`src/rtl/prog_pkg.sv`:
```
// Shared constants and FSM state encoding for the program-memory readback engine.
package prog_pkg;
  localparam int ADDR_W = 15;
  localparam int DATA_W = 16;

  typedef enum logic [2:0] {
    IDLE = 3'd0,
    READ = 3'd1,
    CAPT = 3'd2,
    SEND = 3'd3,
    DONE = 3'd4
  } state_t;
endpackage

```
`src/rtl/program_reader_if.sv`:
```
// Host/memory-side signal bundle of program_reader; master is the reader, slave is the host + memory.
interface program_reader_if #(
  parameter int ADDR_W = prog_pkg::ADDR_W,
  parameter int DATA_W = prog_pkg::DATA_W
);
  logic              start;
  logic              abort;
  logic [ADDR_W-1:0] startAddr;
  logic [ADDR_W-1:0] endAddr;
  logic [ADDR_W-1:0] PC;
  logic [DATA_W-1:0] memData;
  logic              dataReady;
  logic [ADDR_W-1:0] address;
  logic              RMout;
  logic [DATA_W-1:0] dataOut;
  logic              dataValid;
  logic [DATA_W-1:0] checksum;
  logic              busy;
  logic              done;

  modport master (
    input  start, abort, startAddr, endAddr, PC, memData, dataReady,
    output address, RMout, dataOut, dataValid, checksum, busy, done
  );

  modport slave (
    output start, abort, startAddr, endAddr, PC, memData, dataReady,
    input  address, RMout, dataOut, dataValid, checksum, busy, done
  );
endinterface

```
`src/rtl/counter.sv`:
```
// Loadable up-counter; load wins over increment, wraps naturally at 2^W.
module counter #(
  parameter int W = 15
) (
  input  logic         clk,
  input  logic         reset,
  input  logic         load,
  input  logic         inc,
  input  logic [W-1:0] in,
  output logic [W-1:0] out
);
  logic [W-1:0] cnt_d, cnt_q;

  always_comb begin
    cnt_d = cnt_q;
    if (load) begin
      cnt_d = in;
    end else if (inc) begin
      cnt_d = cnt_q + W'(1);
    end
  end

  always_ff @(posedge clk or posedge reset) begin
    if (reset) begin
      cnt_q <= '0;
    end else begin
      cnt_q <= cnt_d;
    end
  end

  assign out = cnt_q;
endmodule

```
`src/rtl/mux15_2_1.sv`:
```
// 2:1 bus select: in1 when sel is high, otherwise in0.
module mux15_2_1 #(
  parameter int W = 15
) (
  input  logic         sel,
  input  logic [W-1:0] in0,
  input  logic [W-1:0] in1,
  output logic [W-1:0] out
);
  assign out = sel ? in1 : in0;
endmodule

```
`src/rtl/program_reader.sv`:
```
// Program-memory readback engine: sweeps [startAddr..endAddr] (wrapping), streams words
// over valid/ready and accumulates a mod-2^DATA_W checksum of accepted words.
module program_reader #(
  parameter int ADDR_W = prog_pkg::ADDR_W,
  parameter int DATA_W = prog_pkg::DATA_W
) (
  input logic              clk,
  input logic              reset,
  program_reader_if.master bus
);
  import prog_pkg::*;

  state_t            state_d, state_q;
  logic [ADDR_W-1:0] end_d, end_q;
  logic [DATA_W-1:0] dout_d, dout_q;
  logic [DATA_W-1:0] csum_d, csum_q;
  logic [ADDR_W-1:0] cnt;
  logic              idle, rd_mode, load, last, accept, inc;

  assign idle    = (state_q == IDLE);
  assign rd_mode = ~idle;
  assign load    = idle & bus.start;
  assign last    = (cnt == end_q);
  // abort outranks a same-cycle handshake: the word is neither counted nor summed
  assign accept  = (state_q == SEND) & bus.dataReady & ~bus.abort;
  assign inc     = accept & ~last;

  counter #(.W(ADDR_W)) u_counter (
    .clk   (clk),
    .reset (reset),
    .load  (load),
    .inc   (inc),
    .in    (bus.startAddr),
    .out   (cnt)
  );

  mux15_2_1 #(.W(ADDR_W)) u_addr_mux (
    .sel (rd_mode),
    .in0 (bus.PC),
    .in1 (cnt),
    .out (bus.address)
  );

  always_comb begin
    state_d = state_q;
    case (state_q)
      IDLE:    if (bus.start) state_d = READ;
      READ:    state_d = CAPT;
      CAPT:    state_d = SEND;
      SEND:    if (accept) state_d = last ? DONE : READ;
      DONE:    state_d = IDLE;
      default: state_d = IDLE;
    endcase
    if (rd_mode && bus.abort) begin
      state_d = IDLE;
    end
  end

  always_comb begin
    end_d  = end_q;
    dout_d = dout_q;
    csum_d = csum_q;
    if (load) begin
      end_d  = bus.endAddr;
      csum_d = '0;
    end
    // memory read data belongs to the address presented during READ
    if (state_q == CAPT) begin
      dout_d = bus.memData;
    end
    if (accept) begin
      csum_d = csum_q + dout_q;
    end
  end

  always_ff @(posedge clk or posedge reset) begin
    if (reset) begin
      state_q <= IDLE;
      end_q   <= '0;
      dout_q  <= '0;
      csum_q  <= '0;
    end else begin
      state_q <= state_d;
      end_q   <= end_d;
      dout_q  <= dout_d;
      csum_q  <= csum_d;
    end
  end

  assign bus.RMout     = rd_mode;
  assign bus.busy      = rd_mode;
  assign bus.dataOut   = dout_q;
  assign bus.dataValid = (state_q == SEND);
  assign bus.checksum  = csum_q;
  assign bus.done      = (state_q == DONE);
endmodule

```
`src/flat_wrapper.sv`:
```
// flat-port wrapper written by rule: the top's interface ports become plain ports
module program_reader_flat import prog_pkg::*;
#(
  parameter int ADDR_W = prog_pkg::ADDR_W,
  parameter int DATA_W = prog_pkg::DATA_W
)
  (clk, reset, bus_start, bus_abort, bus_startAddr, bus_endAddr, bus_PC, bus_memData, bus_dataReady, bus_address, bus_RMout, bus_dataOut, bus_dataValid, bus_checksum, bus_busy, bus_done);
  program_reader_if #(.ADDR_W(ADDR_W), .DATA_W(DATA_W)) bus_i ();
  input logic clk;
  input logic reset;
  input wire logic [$bits(bus_i.start)-1:0] bus_start;
  input wire logic [$bits(bus_i.abort)-1:0] bus_abort;
  input wire logic [$bits(bus_i.startAddr)-1:0] bus_startAddr;
  input wire logic [$bits(bus_i.endAddr)-1:0] bus_endAddr;
  input wire logic [$bits(bus_i.PC)-1:0] bus_PC;
  input wire logic [$bits(bus_i.memData)-1:0] bus_memData;
  input wire logic [$bits(bus_i.dataReady)-1:0] bus_dataReady;
  output wire logic [$bits(bus_i.address)-1:0] bus_address;
  output wire logic [$bits(bus_i.RMout)-1:0] bus_RMout;
  output wire logic [$bits(bus_i.dataOut)-1:0] bus_dataOut;
  output wire logic [$bits(bus_i.dataValid)-1:0] bus_dataValid;
  output wire logic [$bits(bus_i.checksum)-1:0] bus_checksum;
  output wire logic [$bits(bus_i.busy)-1:0] bus_busy;
  output wire logic [$bits(bus_i.done)-1:0] bus_done;
  assign bus_i.start = bus_start;
  assign bus_i.abort = bus_abort;
  assign bus_i.startAddr = bus_startAddr;
  assign bus_i.endAddr = bus_endAddr;
  assign bus_i.PC = bus_PC;
  assign bus_i.memData = bus_memData;
  assign bus_i.dataReady = bus_dataReady;
  assign bus_address = bus_i.address;
  assign bus_RMout = bus_i.RMout;
  assign bus_dataOut = bus_i.dataOut;
  assign bus_dataValid = bus_i.dataValid;
  assign bus_checksum = bus_i.checksum;
  assign bus_busy = bus_i.busy;
  assign bus_done = bus_i.done;
  program_reader #(.ADDR_W(ADDR_W), .DATA_W(DATA_W)) u_core (.clk(clk), .reset(reset), .bus(bus_i));
endmodule
```
`config.mk`:
```
export PLATFORM = sky130hd
export DESIGN_NAME = program_reader_flat
export DESIGN_NICKNAME = d
export VERILOG_FILES = /design/src/rtl/prog_pkg.sv /design/src/rtl/program_reader_if.sv /design/src/rtl/counter.sv /design/src/rtl/mux15_2_1.sv /design/src/rtl/program_reader.sv /design/src/flat_wrapper.sv
export SDC_FILE = /design/constraint.sdc
export NUM_CORES = 1
export LEC_CHECK = 0
export CORE_ASPECT_RATIO = 1.2
export CORE_MARGIN = 10
export CORE_UTILIZATION = 53
export CTS_BUF_LIST = sky130_fd_sc_hd__clkbuf_4 sky130_fd_sc_hd__clkbuf_8
export CTS_CLUSTER_SIZE = 40
export DETAILED_ROUTE_END_ITERATION = 10
export PLACE_DENSITY = 0.89
export SYNTH_ARGS = -nofsm -noshare
export SYNTH_HDL_FRONTEND = slang
export SYNTH_SLANG_ARGS = --single-unit
```
`constraint.sdc`:
```
create_clock -name clk -period 6.45 [get_ports clk]
set_input_delay 1.29 -clock clk [delete_from_list [all_inputs] [get_ports clk]]
set_output_delay 1.29 -clock clk [all_outputs]
set_load 0.05 [all_outputs]
```
==> metrics.log <==
INFO  metric compound_cell_area_share_of_the_yosys_netlist = 0.130
INFO  metric critPathSlowestCell = clkdlybuf4s50_1
INFO  metric first_global_vias = around 3700
INFO  metric timing.reg2reg.worst_path_depth = 9
INFO  metric timing.critical_path.slowest_cell_delay = between 0.8 and 0.9 ns
INFO  metric multi_input_logic_area = 2170 µm²
INFO  metric grt_max_degree = 66
INFO  metric worst_ep_required_time = 5.16 ns
INFO  metric syn-num-nets = 497
INFO  metric max-slew-margin-rel = 0.249
INFO  metric regArea = 1630 µm²
INFO  metric seq_area_frac_synth = 0.415
INFO  metric timing.critical_path.mode_cell = clkdlybuf4s50_1
INFO  metric yosysWarningCount = 0
INFO  metric critical_path_arrival = 2.76 ns
INFO  metric highest-signal-layer = met4
INFO  metric synthesis.instances = roughly 410
INFO  metric wire_per_inst = between 15 and 20 µm
INFO  metric cts_hold_repair.buffers = 0
INFO  metric cts.repair_timing.setup_buffer_count = 0
INFO  metric met2_wirelength = 5590 µm
INFO  metric crit_path_start_kind = input pin
INFO  metric timing.reg2reg.setup_slack = 3.97 ns
INFO  metric die_w = 98.5 µm
INFO  metric ys_types = between 50 and 60
INFO  metric totalWireLength = 10800 µm
INFO  metric hp-class = reg -> reg
INFO  metric final.setup_skew = between 0.008 and 0.009 ns
INFO  metric unrepaired_setup_endpoints_after_global_routing = false
INFO  metric ordered_cell_list_for_the_critical_path = clkdlybuf4s50_1 -> mux2_2 -> clkdlybuf4s50_1
INFO  metric finish.net_count = 610
INFO  metric post_synthesis_share_of_cell_area_spent_on_xor_and_xnor_gates = 0.0626
INFO  metric holdPathStages = 2
INFO  metric yosys_register_bits = between 60 and 70
INFO  metric timing.setup.critical_path_class = in -> out
INFO  metric cts_tree = done
INFO  metric p_leak = 0.00228 µW
INFO  metric post-route-util = 0.742
INFO  metric nFillCells = 516
INFO  metric route.detailed.drc = 0
INFO  metric setup_tns = 0 ns
INFO  metric drtIter0Drc = 130
INFO  metric irDropWorstVdd = ~0.00028 V
INFO  metric htree_num_levels = 3
INFO  metric run_status = completed
INFO  metric total_power_per_unit_cell_area = approximately 430 nW/µm²
INFO  metric synth_edf_count = 0
INFO  metric yosys.area_share.adder = 0.0562
INFO  metric globalRouteTotalUtil = 0.188
INFO  metric setup-violations-final = 0
INFO  metric n_antenna_cell = 0
INFO  metric synthMuxAreaShare = 0.0940
INFO  metric detail_route.vias_per_cell = between 5 and 6
INFO  metric io_buffers = around 120
INFO  metric overflow = 0
INFO  metric dp_hpwl = 8110 µm
INFO  metric grt_antenna_before_repair = 0
INFO  metric num_vias = 3552
INFO  metric firstDrtPassIters = 6
INFO  metric synth_area_per_cell = 9.46 µm²
INFO  metric floorplan.die.height = 114 µm
INFO  metric path_clk_slew = 0.06 ns
INFO  metric finalHoldViolCount = 0
INFO  metric ant_nets = 0
INFO  metric ios = 117
INFO  metric cts_inserted_buffers = 9
INFO  metric routed-wl-met3 = 876 µm
INFO  metric wl_met1 = 4120 µm
INFO  metric die_area = 11200 µm²
INFO  metric max_cap_violations = 0
INFO  metric path_depth = 3
INFO  metric num_rows = 34
INFO  metric cts.path.max_buffers = 2
INFO  metric cts.sink_count = 65
INFO  metric highest_clock_rate = 0.247 GHz
INFO  metric tightest_slew = 1.12 ns
INFO  metric post_cts.resized_instances = 0
INFO  metric crit_path_end_kind = output port
INFO  metric clock_tree.root_cell = clkbuf_8
INFO  metric fin_crit = 4.05 ns
INFO  metric floorplan.initialDensity = 0.541
INFO  metric worstSkewPairLatency = 0.35 ns
INFO  metric gp_congestion = 0.860
INFO  metric coreArea = 7230 µm²
INFO  metric final.period_utilization = 0.628
INFO  metric synth-main-ff-cell = dfrtp_1
INFO  metric asyncSetResetFlopFracSynth = 1.00
INFO  metric worst_path_dominant_cell_family = buffers and inverters
INFO  metric main_combinational_cell_family_by_area_after_synthesis = simple AND/OR/NAND/NOR gates
INFO  metric synthSimpleGateAreaFrac = 0.212
INFO  metric layout_cells_sized_above_1 = 0.118
INFO  metric layout-area-overhead-vs-synth = 37.1%
INFO  metric synth.cell_area = 3920 µm²
INFO  metric slew_viol_final = 0
INFO  metric worstPathBufferInverterCount = 2
INFO  metric critical_path_peak_fanout = 1
INFO  metric grt_first_pass_wirelength = 17700 µm
sequential cells by signal, indices dropped and copies added, names as in the netlist:
signal and cells:
u_core.bus.checksum 16, u_core.bus.dataOut 16, u_core.end_q 15, u_core.state_q 3, u_core.u_counter.out 15
cell type report:
type                            instances  share of cell area
Sequential cell                        65               0.303
Clock inverter                          2              0.0112
Tap cell                               90              0.0210
Multi-Input combinational cell        324               0.405
Inverter                                6             0.00420
Clock buffer                           14              0.0324
Timing Repair Buffer                  121               0.223
cells by family after synthesis:
logic type,after synthesis
DFF,65
buffers and inverters,25
adders and majority gates,17
xor gates and xnor gates,28
and+or+nand+nor,167
muxes,33
AOI/OAI and AO/OA,79
path summary, 6_finish.rpt:
| kind | start | to |
|---|---|---|
| max in group asynchronous | reset | u_core.end_q[9] |
| min | u_core.end_q[7] | u_core.end_q[7] |
| max | bus_PC[14] | bus_address[14] |
| min in group asynchronous | reset | u_core.u_counter.out[12] |
| min reg2reg | u_core.end_q[7] | u_core.end_q[7] |
| max reg2reg | u_core.bus.checksum[0] | u_core.bus.checksum[12] |
stage by stage:
stage	cells	cell area [µm²]	power, µW	hold WS, ns	setup WS (ns)
floorplan	414	3920	1520	0.465	3.27
global placement	606	5130	1850	0.478	2.39
detailed placement	606	5130	1900	0.483	2.39
CTS	622	5370	2310	0.499	2.38
global route	622	5370	2430	0.529	2.37
finish	622	5370	2310	0.498	2.40
Yosys cell counts, types with 2 or more instances:
cell / instances / share of area
a211oi_1: 2 / 0.0038
a21o_1: 3 / 0.0058
a21oi_1: 17 / 0.022
a22o_1: 3 / 0.0067
a22oi_1: 6 / 0.012
a31oi_1: 6 / 0.0096
and2_1: 8 / 0.013
and3_1: 4 / 0.0064
buf_2: 5 / 0.0064
buf_4: 2 / 0.0038
clkbuf_1: 10 / 0.0096
dfrtp_1: 65 / 0.42
ha_1: 16 / 0.051
inv_1: 6 / 0.0058
mux2_2: 30 / 0.086
mux2i_1: 3 / 0.0077
nand2_1: 79 / 0.076
nand2b_1: 5 / 0.0080
nand3_1: 13 / 0.017
nand4_1: 5 / 0.0080
nor2_1: 17 / 0.016
nor2b_1: 2 / 0.0032
nor3_1: 8 / 0.010
nor3b_1: 2 / 0.0038
nor4_1: 2 / 0.0032
o211ai_1: 5 / 0.0096
o21ai_0: 23 / 0.029
or3_1: 10 / 0.016
xnor2_1: 10 / 0.022
xor2_1: 18 / 0.040
worst min-delay path, delay by kind of cell, from the launching register on:
kind	cells	cell delay, ns
flip-flops	1	0.36
AND/OR/NAND/NOR	2	0.10
power by group:
group	switching, µW	internal (µW)
clock	155	252
sequential	142	536
combinational	735	487
total	1030	1270
metal layers:
| layer | vias to the layer above | global-route usage |
|---|---|---|
| met3 | 27 | 0.0658 |
| met1 | 1672 | 0.203 |
| met2 | 165 | 0.322 |
| met4 | 0 | 0.0900 |
| li1 | 1688 | - |
| met5 | - | 0 |
placed cells by master (no fill, tap or decap), drive strengths merged, types with 4 or more instances in the layout:
cell | Yosys | layout
inv | 6 | 6
xnor2 | 10 | 10
ha | 16 | 16
mux2 | 30 | 30
and2 | 9 | 9
nor3 | 10 | 10
o21ai | 26 | 26
a22oi | 6 | 6
clkbuf | 11 | 14
xor2 | 18 | 18
a21oi | 17 | 17
buf | 8 | 5
nand2 | 79 | 79
dfrtp | 65 | 65
a31oi | 6 | 6
nand4 | 6 | 6
and3 | 4 | 4
nand2b | 5 | 5
nor2 | 18 | 18
or3 | 10 | 10
nand3 | 14 | 14
clkdlybuf4s50 | 0 | 116
o211ai | 5 | 5
No activity file was read; power rests on OpenSTA's default activity.
